### src/rtl/regfile_pkg.sv
// Shared definitions for the pipelined-core register file.
//   reg_addr_t  : register index at the default 5-bit width
//   ZERO_REG    : hard-wired zero register index
//   A0_REG      : register mirrored on the debug/display output by default
//   onehot_dec  : register index to one-hot mask, bit 0 always low so x0
//                 can never be written or marked busy
package regfile_pkg;

    localparam int REG_ADDR_W = 5;
    localparam int MAX_ADDR_W = 8;
    localparam int MAX_REGS   = 2 ** MAX_ADDR_W;

    typedef logic [REG_ADDR_W-1:0] reg_addr_t;

    localparam int ZERO_REG = 0;
    localparam int A0_REG   = 10;

    function automatic logic [MAX_REGS-1:0] onehot_dec(input int unsigned addr);
        logic [MAX_REGS-1:0] mask;
        mask = '0;
        if (addr < MAX_REGS) begin
            mask[addr] = 1'b1;
        end
        mask[ZERO_REG] = 1'b0;
        return mask;
    endfunction

endpackage

### src/rtl/regfile_scoreboard.sv
// Busy-bit scoreboard: one bit per register marking an outstanding producer.
//   clk, rst        : clock, asynchronous active-high clear
//   a1, a2          : decode read addresses (rs1, rs2)
//   a3, we3         : writeback address / retire strobe
//   iss_valid/iss_rd: issuing instruction and its destination
//   busy1, busy2    : rs1/rs2 still waiting on a producer this cycle
//   pending_cnt     : registered count of busy bits
module regfile_scoreboard
    import regfile_pkg::*;
#(
    parameter int ADDR_WIDTH = 5,
    parameter int BYPASS     = 1
) (
    input  logic                  clk,
    input  logic                  rst,
    input  logic [ADDR_WIDTH-1:0] a1,
    input  logic [ADDR_WIDTH-1:0] a2,
    input  logic [ADDR_WIDTH-1:0] a3,
    input  logic                  we3,
    input  logic                  iss_valid,
    input  logic [ADDR_WIDTH-1:0] iss_rd,
    output logic                  busy1,
    output logic                  busy2,
    output logic [ADDR_WIDTH:0]   pending_cnt
);

    localparam int NREG = 2 ** ADDR_WIDTH;
    localparam bit BYP  = (BYPASS != 0);
    localparam logic [ADDR_WIDTH-1:0] ZERO_ADDR = ADDR_WIDTH'(ZERO_REG);

    logic [NREG-1:0]     busy_q;
    logic [NREG-1:0]     busy_d;
    logic [NREG-1:0]     set_mask;
    logic [NREG-1:0]     clr_mask;
    logic [ADDR_WIDTH:0] cnt_q;
    logic [ADDR_WIDTH:0] cnt_d;
    logic                inc;
    logic                dec;

    // Issue beats retire on the same register: the new producer supersedes.
    // The count moves only when a bit actually flips, so it always equals
    // the popcount of busy_q.
    always_comb begin
        set_mask = iss_valid ? NREG'(onehot_dec(32'(iss_rd))) : '0;
        clr_mask = we3 ? NREG'(onehot_dec(32'(a3))) : '0;
        busy_d   = set_mask | (busy_q & ~clr_mask);
        inc      = |(set_mask & ~busy_q);
        dec      = |(clr_mask & busy_q & ~set_mask);
        cnt_d    = cnt_q;
        if (inc && !dec) begin
            cnt_d = cnt_q + (ADDR_WIDTH+1)'(1);
        end else if (dec && !inc) begin
            cnt_d = cnt_q - (ADDR_WIDTH+1)'(1);
        end
    end

    always_ff @(posedge clk or posedge rst) begin
        if (rst) begin
            busy_q <= '0;
            cnt_q  <= '0;
        end else begin
            busy_q <= busy_d;
            cnt_q  <= cnt_d;
        end
    end

    // A retire in the same cycle resolves the hazard only when its data is
    // forwarded; without bypass the reader must wait for the stored value.
    assign busy1 = (a1 != ZERO_ADDR) && busy_q[a1] && !(BYP && we3 && (a3 == a1));
    assign busy2 = (a2 != ZERO_ADDR) && busy_q[a2] && !(BYP && we3 && (a3 == a2));

    assign pending_cnt = cnt_q;

endmodule

### src/rtl/regfile_sb.sv
// Register file with hard-wired x0, write-to-read bypass and a busy-bit
// scoreboard that produces decode-stage stall requests.
//   clk, rst        : clock, asynchronous active-high clear of all state
//   A1, A2 / RD1,RD2: combinational read ports
//   A3, WE3, WD3    : writeback port; WE3 also retires the A3 busy bit
//   iss_valid/iss_rd: issuing instruction marking its destination busy
//   busy1, busy2    : per-port hazard flags; stall = busy1 | busy2
//   pending_cnt     : number of busy registers (registered)
//   a0              : contents of DBG_REG, same read rule as RD1/RD2
module regfile_sb
    import regfile_pkg::*;
#(
    parameter int ADDR_WIDTH = 5,
    parameter int DATA_WIDTH = 32,
    parameter int BYPASS     = 1,
    parameter int DBG_REG    = A0_REG
) (
    input  logic                  clk,
    input  logic                  rst,
    input  logic [ADDR_WIDTH-1:0] A1,
    input  logic [ADDR_WIDTH-1:0] A2,
    input  logic [ADDR_WIDTH-1:0] A3,
    input  logic                  WE3,
    input  logic [DATA_WIDTH-1:0] WD3,
    input  logic                  iss_valid,
    input  logic [ADDR_WIDTH-1:0] iss_rd,
    output logic [DATA_WIDTH-1:0] RD1,
    output logic [DATA_WIDTH-1:0] RD2,
    output logic                  busy1,
    output logic                  busy2,
    output logic                  stall,
    output logic [ADDR_WIDTH:0]   pending_cnt,
    output logic [DATA_WIDTH-1:0] a0
);

    localparam int NREG = 2 ** ADDR_WIDTH;
    localparam bit BYP  = (BYPASS != 0);
    localparam logic [ADDR_WIDTH-1:0] ZERO_ADDR = ADDR_WIDTH'(ZERO_REG);
    localparam logic [ADDR_WIDTH-1:0] DBG_ADDR  = ADDR_WIDTH'(DBG_REG);

    logic [DATA_WIDTH-1:0] mem [NREG];
    logic                  we_live;
    logic                  wr_en;
    logic                  iss_live;

    // Writes and issues are dropped while reset is held; gating here also
    // turns off bypass so every read port reports zero during reset.
    assign we_live  = WE3 && !rst;
    assign wr_en    = we_live && (A3 != ZERO_ADDR);
    assign iss_live = iss_valid && !rst;

    always_ff @(posedge clk or posedge rst) begin
        if (rst) begin
            for (int i = 0; i < NREG; i++) begin
                mem[i] <= '0;
            end
        end else if (wr_en) begin
            mem[A3] <= WD3;
        end
    end

    assign RD1 = (A1 == ZERO_ADDR)               ? '0  :
                 (BYP && wr_en && (A3 == A1))    ? WD3 : mem[A1];
    assign RD2 = (A2 == ZERO_ADDR)               ? '0  :
                 (BYP && wr_en && (A3 == A2))    ? WD3 : mem[A2];
    assign a0  = (DBG_ADDR == ZERO_ADDR)         ? '0  :
                 (BYP && wr_en && (A3 == DBG_ADDR)) ? WD3 : mem[DBG_ADDR];

    regfile_scoreboard #(
        .ADDR_WIDTH (ADDR_WIDTH),
        .BYPASS     (BYPASS)
    ) u_sb (
        .clk         (clk),
        .rst         (rst),
        .a1          (A1),
        .a2          (A2),
        .a3          (A3),
        .we3         (we_live),
        .iss_valid   (iss_live),
        .iss_rd      (iss_rd),
        .busy1       (busy1),
        .busy2       (busy2),
        .pending_cnt (pending_cnt)
    );

    assign stall = busy1 | busy2;

endmodule

### config.mk
export PLATFORM = sky130hd
export DESIGN_NAME = regfile_sb
export DESIGN_NICKNAME = d
export VERILOG_FILES = /design/src/rtl/regfile_pkg.sv /design/src/rtl/regfile_scoreboard.sv /design/src/rtl/regfile_sb.sv
export SDC_FILE = /design/constraint.sdc
export NUM_CORES = 2
export LEC_CHECK = 0
export BUFFER_PORTS_ARGS = -buffer_cell sky130_fd_sc_hd__buf_2
export CAP_MARGIN = 25
export CORE_ASPECT_RATIO = 0.6
export CORE_MARGIN = 10
export CORE_UTILIZATION = 25
export DETAILED_ROUTE_END_ITERATION = 6
export PLACE_DENSITY = 0.41
export SETUP_SLACK_MARGIN = 0.02
export SYNTH_ARGS = -nofsm -noshare
export SYNTH_HDL_FRONTEND = slang
export SYNTH_SLANG_ARGS = --single-unit
export TNS_END_PERCENT = 100
### constraint.sdc
create_clock -name clk -period 41 [get_ports clk]
set_clock_uncertainty 0.1 [all_clocks]
set_input_delay 6.15 -clock clk [delete_from_list [all_inputs] [get_ports clk]]
set_output_delay 6.15 -clock clk [all_outputs]
set_load 0.02 [all_outputs]
# Word level (Yosys, flattened, before mapping)
# Cells that the tools add are included.
[totals]
ff_bits = 1062
latchBits = 0
mem_bits_rw = 0
romBits = 0
inputBits = 56
elab_cells = 117
mem_count = 0
[op_classes]
addsub = 2
multipliers = 0
n_div = 0
magnitude_cmp = 10
n_eq_ne = 3
n_shift = 0
mux = 26
bitwise_logic = 12
n_reduce_logical = 30
[ops]
columns = ["operator", "n"]
rows = [
  ["$bwmux W1024", 1],
  ["$mux W32", 12],
  ["$bmux W32 S5", 2],
  ["$demux W32 S5", 1],
  ["$and A32 B32 Y32", 4],
  ["$not A32 Y32", 3],
  ["$reduce_or A32 Y1", 2],
  ["$or A32 B32 Y32", 1],
  ["$ge A6 B6 Y1 const B", 3],
  ["$lt A5 B9 Y1 const B", 2],
  ["$not A5 Y6", 3],
  ["$logic_and A1 B1 Y1", 17],
  ["$reduce_bool A5 Y1", 3],
  ["$lt A5 B6 Y1 const B", 2],
  ["$mux W6", 2],
  ["$bmux W1 S5", 2],
  ["$demux W1 S5", 2],
  ["$eq A5 B5 Y1", 2],
  ["$ge A5 B1 Y1 const B", 2],
  ["$logic_not A5 Y1", 2],
  ["$add A6 B1 Y6 const B", 1],
  ["$lt A6 B1 Y1 const B", 1],
  ["$sub A6 B1 Y6 const B", 1],
  ["$eq A5 B4 Y1 const B", 1],
  ["4 further kinds", 11],
]

# Longest topological paths before layout
[logic_depth]
ltp_word = 11
ltp_mapped = 16

# Hierarchy
# Synthesis repeated with hierarchy kept, for this count alone.
[unflattened]
cells_unflattened = 4267
area_unflattened_um2 = 58755.1
[by_module_without_submodules]
columns = ["module", "n_inst", "cells_each", "area_per_inst_um2", "seq_area_each_um2"]
rows = [
  ["regfile_sb", 1, 3905, 55580.8, 25624.6],
  ["regfile_scoreboard", 1, 362, 3174.3, 925.9],
]

# Least setup slack after synthesis
# Ideal clock, no wire load.
[synth_path]
path_type = "input -> output"
start = "input port A2[2]"
end = "output port RD2[13]"
t_arrival_ns = 7.958
required_ns = 34.750
setup_slack_ns = 26.792
path_stages = 9
n_path_buf = 4
cell_sequence = "buf_2 buf_2 buf_4 nor2_2 buf_4 a22oi_1 a211oi_1 a21oi_1 o21ai_0"
[synth_between]
elab_chain_cells = 6
elab_cells_between_ends = 9
cone_classes = "eq/ne (1); mux (5); bitwise (1); reduce/logical (2)"
[synth_rtl]
columns = ["element", "line_no", "text"]
rows = [
  ["from (decl)", "regfile_sb.sv:21", "input logic [ADDR_WIDTH-1:0] A2,"],
  ["$not A5 Y6 (not written as such)", "regfile_sb.sv:65", "(BYP && wr_en && (A3 == A2)) ? WD3 : mem[A2];"],
  ["$bmux W32 S5", "regfile_sb.sv:65", ""],
  ["$mux W32 (not written as such) (2 in series)", "regfile_sb.sv:65", ""],
  ["$mux W32", "regfile_sb.sv:65", ""],
  ["$mux W32 *", "regfile_sb.sv:64", "assign RD2 = (A2 == ZERO_ADDR) ? '0 :"],
  ["to (decl)", "regfile_sb.sv:28", "output logic [DATA_WIDTH-1:0] RD2,"],
]
# Mark *: on every way between the ends. The rest lies on a longest branch, timed or not. The select of a mux whose other input is x is not followed.

# Worst setup path in the final report
[layout_path]
start = "input port A2[0]"
end = "output port RD2[24]"
# Same word-level chain as after synthesis.

==> results.ini <==
[run_status]
status=completed

[routing]
avgRoutedWirePerCell_um=33.0
drt_iter0_markers=3246
num_vias=37842
drcViolationCount=0
wl_um=232000
firstDrtPassIters=5
via_per_inst=5.38
ant_nets=0

[clock_network]
clockBufferDepth=3
tritoncts=done
clock_sinks=1061
hold_buffers=0
post_cts_buffers=0
cts_root_buffer=clkbuf_16
clk_pin_slew_ns=0.06
cts_made_buffers=112
h-tree-depth=3
worstSkewPairLatency_ns=0.73
cts_resized=0

[synthesis]
ys_warn_count=0
synth_flop_cell=dfrtp_1
synth.distinct_cells=69
ys_ff_latch=1061
synth_nets=4057
synth_edf_count=0
async_reset_ff_share_pct=100
ys_seq_area_share_pct=46.0
synth_area_um2=57700
netlist_instances=3995
synth.avg_cell_area_um2=14.5

[floorplan]
die_w_um=640
rows=136
io_pins=161
coreArea_um2=229000
start_util_pct=25.2
die_h_um=392
dieArea_um2=251000

[power_and_ir_drop]
vdd_drop_max_mv=0.0368
leakage_nw=28.6
power_density_nw_per_um2=44.6
p_sw_mw=0.835
share_comb_of_total_power_pct=18.4
power_frac_seq_pct=44.7
p_total_mw=2.91
p_int_mw=2.08
power_frac_clock_pct=36.9
switching_share_pct=28.7

[worst_setup_path]
cp_max_fo=55
arrival_ns=10.99
crit_top_cell=buf_4
worstSetupPathType=input pin to primary output
path_cells=buf_8 -> buf_4 -> buf_4 -> buf_4 -> mux4_2 -> mux2i_1 -> a211oi_1 -> nor3_1 -> nor3_1 -> buf_2
cp.required_ns=34.75
critPathLaunchType=input pin
cp_slowest_cell=buf_4
crit_path_end_kind=primary output
slowest_delay_ns=0.80

[grt]
grt_pass1_vias=38617
grt_pass1_wl_um=326000
grt_start_max_net_pins=103
grt-ovfl-total=0
antenna_found_initial=16
grt_use_total_pct=18.0

[timing]
fmax_mhz=58.0
maxSlewViolCount=0
tightest_slew_ns=1.14
setup-violations-final=0
fin_crit_ns=17.24
rsz0062_at_grt=no
relSlewSlack_pct=24.1
min_period_over_period_pct=42.1
hold_violations=0
setup-tns-final_ns=0

[finish]
nets=3968
area_delta_synth_final_pct=13.1
drive_above_1_share_pct=51.6
fillCellCount=23140

[hold_path]
hold_class=flop to flop

[place]
place_hpwl_um=132000
io_buffers=160
place_congestion=0.789

[flow_run]
maxCapViolCount=0

==> cell families (layout without fill, tap and decap cells) <==
group           Yosys count  count (layout)  share of synthesized area, %
compound gates          457             457                          5.41
xor+xnor                 15              15                         0.228
fa+ha+maj                 6               6                         0.143
buf+inv                 486             486                          3.80
flops                  1061            1061                          46.0
mux                    1629            1629                          41.3
other cells               0               3                             0
simple gates            341             341                          3.11
==> layout make-up <==
cell class | count | area [um^2] | share of cell area, %
multi-input cells | 2448 | 29300 | 44.8
flip-flops and latches | 1061 | 26600 | 40.6
well taps | 3036 | 3800 | 5.81
clock buffers | 171 | 3420 | 5.23
repair buffers | 269 | 1850 | 2.84
clock inverters | 32 | 359 | 0.550
inverters | 14 | 60.1 | 0.0919
diodes | 3 | 7.51 | 0.0115
==> flip-flops by register name, summed over array words and instances (netlist names) <==
signal / flops
u_sb.busy_q: 31
mem: 1024
u_sb.pending_cnt: 6
==> stage by stage <==
| step | hold WS [ns] | utilization (%) | instance area, um^2 | setup slack [ns] | instances |
|---|---|---|---|---|---|
| CTS | 0.279 | 28.5 | 65300 | 23.53 | 7029 |
| global route | 0.298 | 28.5 | 65300 | 23.39 | 7032 |
| floorplan | 0.325 | - | 57700 | 4.77 | 3995 |
| detailed placement | 0.265 | 26.8 | 61500 | 23.53 | 6826 |
| finish | 0.276 | 28.5 | 65300 | 23.76 | 7034 |
| global placement | 0.261 | 26.7 | 61300 | 23.50 | 6818 |
==> path summary, 6_finish.rpt <==
path                                start                  end  slack [ns]  cells after the start
max                                 A2[0]              RD2[24]       23.76                     10
min reg2reg                     mem[1003]            mem[1003]        0.28                      0
max reg2reg                u_sb.busy_q[3]  u_sb.pending_cnt[5]       37.03                     12
max in group asynchronous             rst             mem[947]       32.06                      5
min in group asynchronous             rst  u_sb.pending_cnt[0]        5.54                      2
min                             mem[1003]            mem[1003]        0.28                      0
==> metal layers <==
layer	up-vias	wire, um	GRT usage, %
li1	15344	-	-
met4	0	5720	4.14
met2	1245	106000	28.4
met1	20948	107000	25.9
met5	-	0	0
met3	305	13300	3.20
==> power groups by stage <==
stage	sequential (mW)	combinational (mW)	clock [mW]
after CTS	1.30	0.543	1.10
after global routing	1.32	0.577	1.15
final	1.30	0.535	1.08
after floorplan	1.28	0.401	0
after global placement	1.31	0.535	0
after detailed placement	1.32	0.542	0
==> Yosys cell counts, drive strengths merged, types with 6 or more instances <==
cell        n  share of area (%)
a211oi     58               0.75
a21o        6              0.078
a21oi      58               0.50
a22o       32               0.49
a22oi      95                1.2
and2       13               0.14
and3        7              0.076
buf       242                2.2
clkbuf    230                1.5
dfrtp    1061                 46
inv        14              0.091
mux2     1055                 21
mux2i      75                1.3
mux4      499                 19
nand2      97               0.63
nand2b      7              0.076
nand3       7              0.061
nand4       7              0.076
nor2       49               0.32
nor2b      42               0.45
nor3       64               0.56
nor3b       8               0.13
nor4       10               0.12
o2111ai    21               0.32
o21ai      60               0.53
o221ai     10               0.15
o22ai      92                1.0
xnor2       8               0.12
xor2        7               0.11
==> cell usage in the layout, fill, tap and decap left out, types with 22 or more instances in the layout <==
cell type and count:
a211oi_1 58, a21oi_1 58, a22o_1 32, a22oi_1 95, buf_2 153, buf_4 100
clkbuf_1 22, clkbuf_16 114, clkbuf_8 35, dfrtp_1 1061, mux2_2 1055, mux2i_1 75
mux4_2 499, nand2_1 75, nor2_1 46, nor2b_1 40, nor3_1 63, o21ai_0 55
o22ai_1 92
==> worst max-delay path: cells and delay by family <==
| family | cells | cell delay (ns) |
|---|---|---|
| AO/OA/AOI/OAI | 1 | 0.44 |
| AND/OR/NAND/NOR | 2 | 0.77 |
| multiplexers | 2 | 0.44 |
| buffers and inverters | 5 | 3.01 |
(Power assumes the default switching activity.)
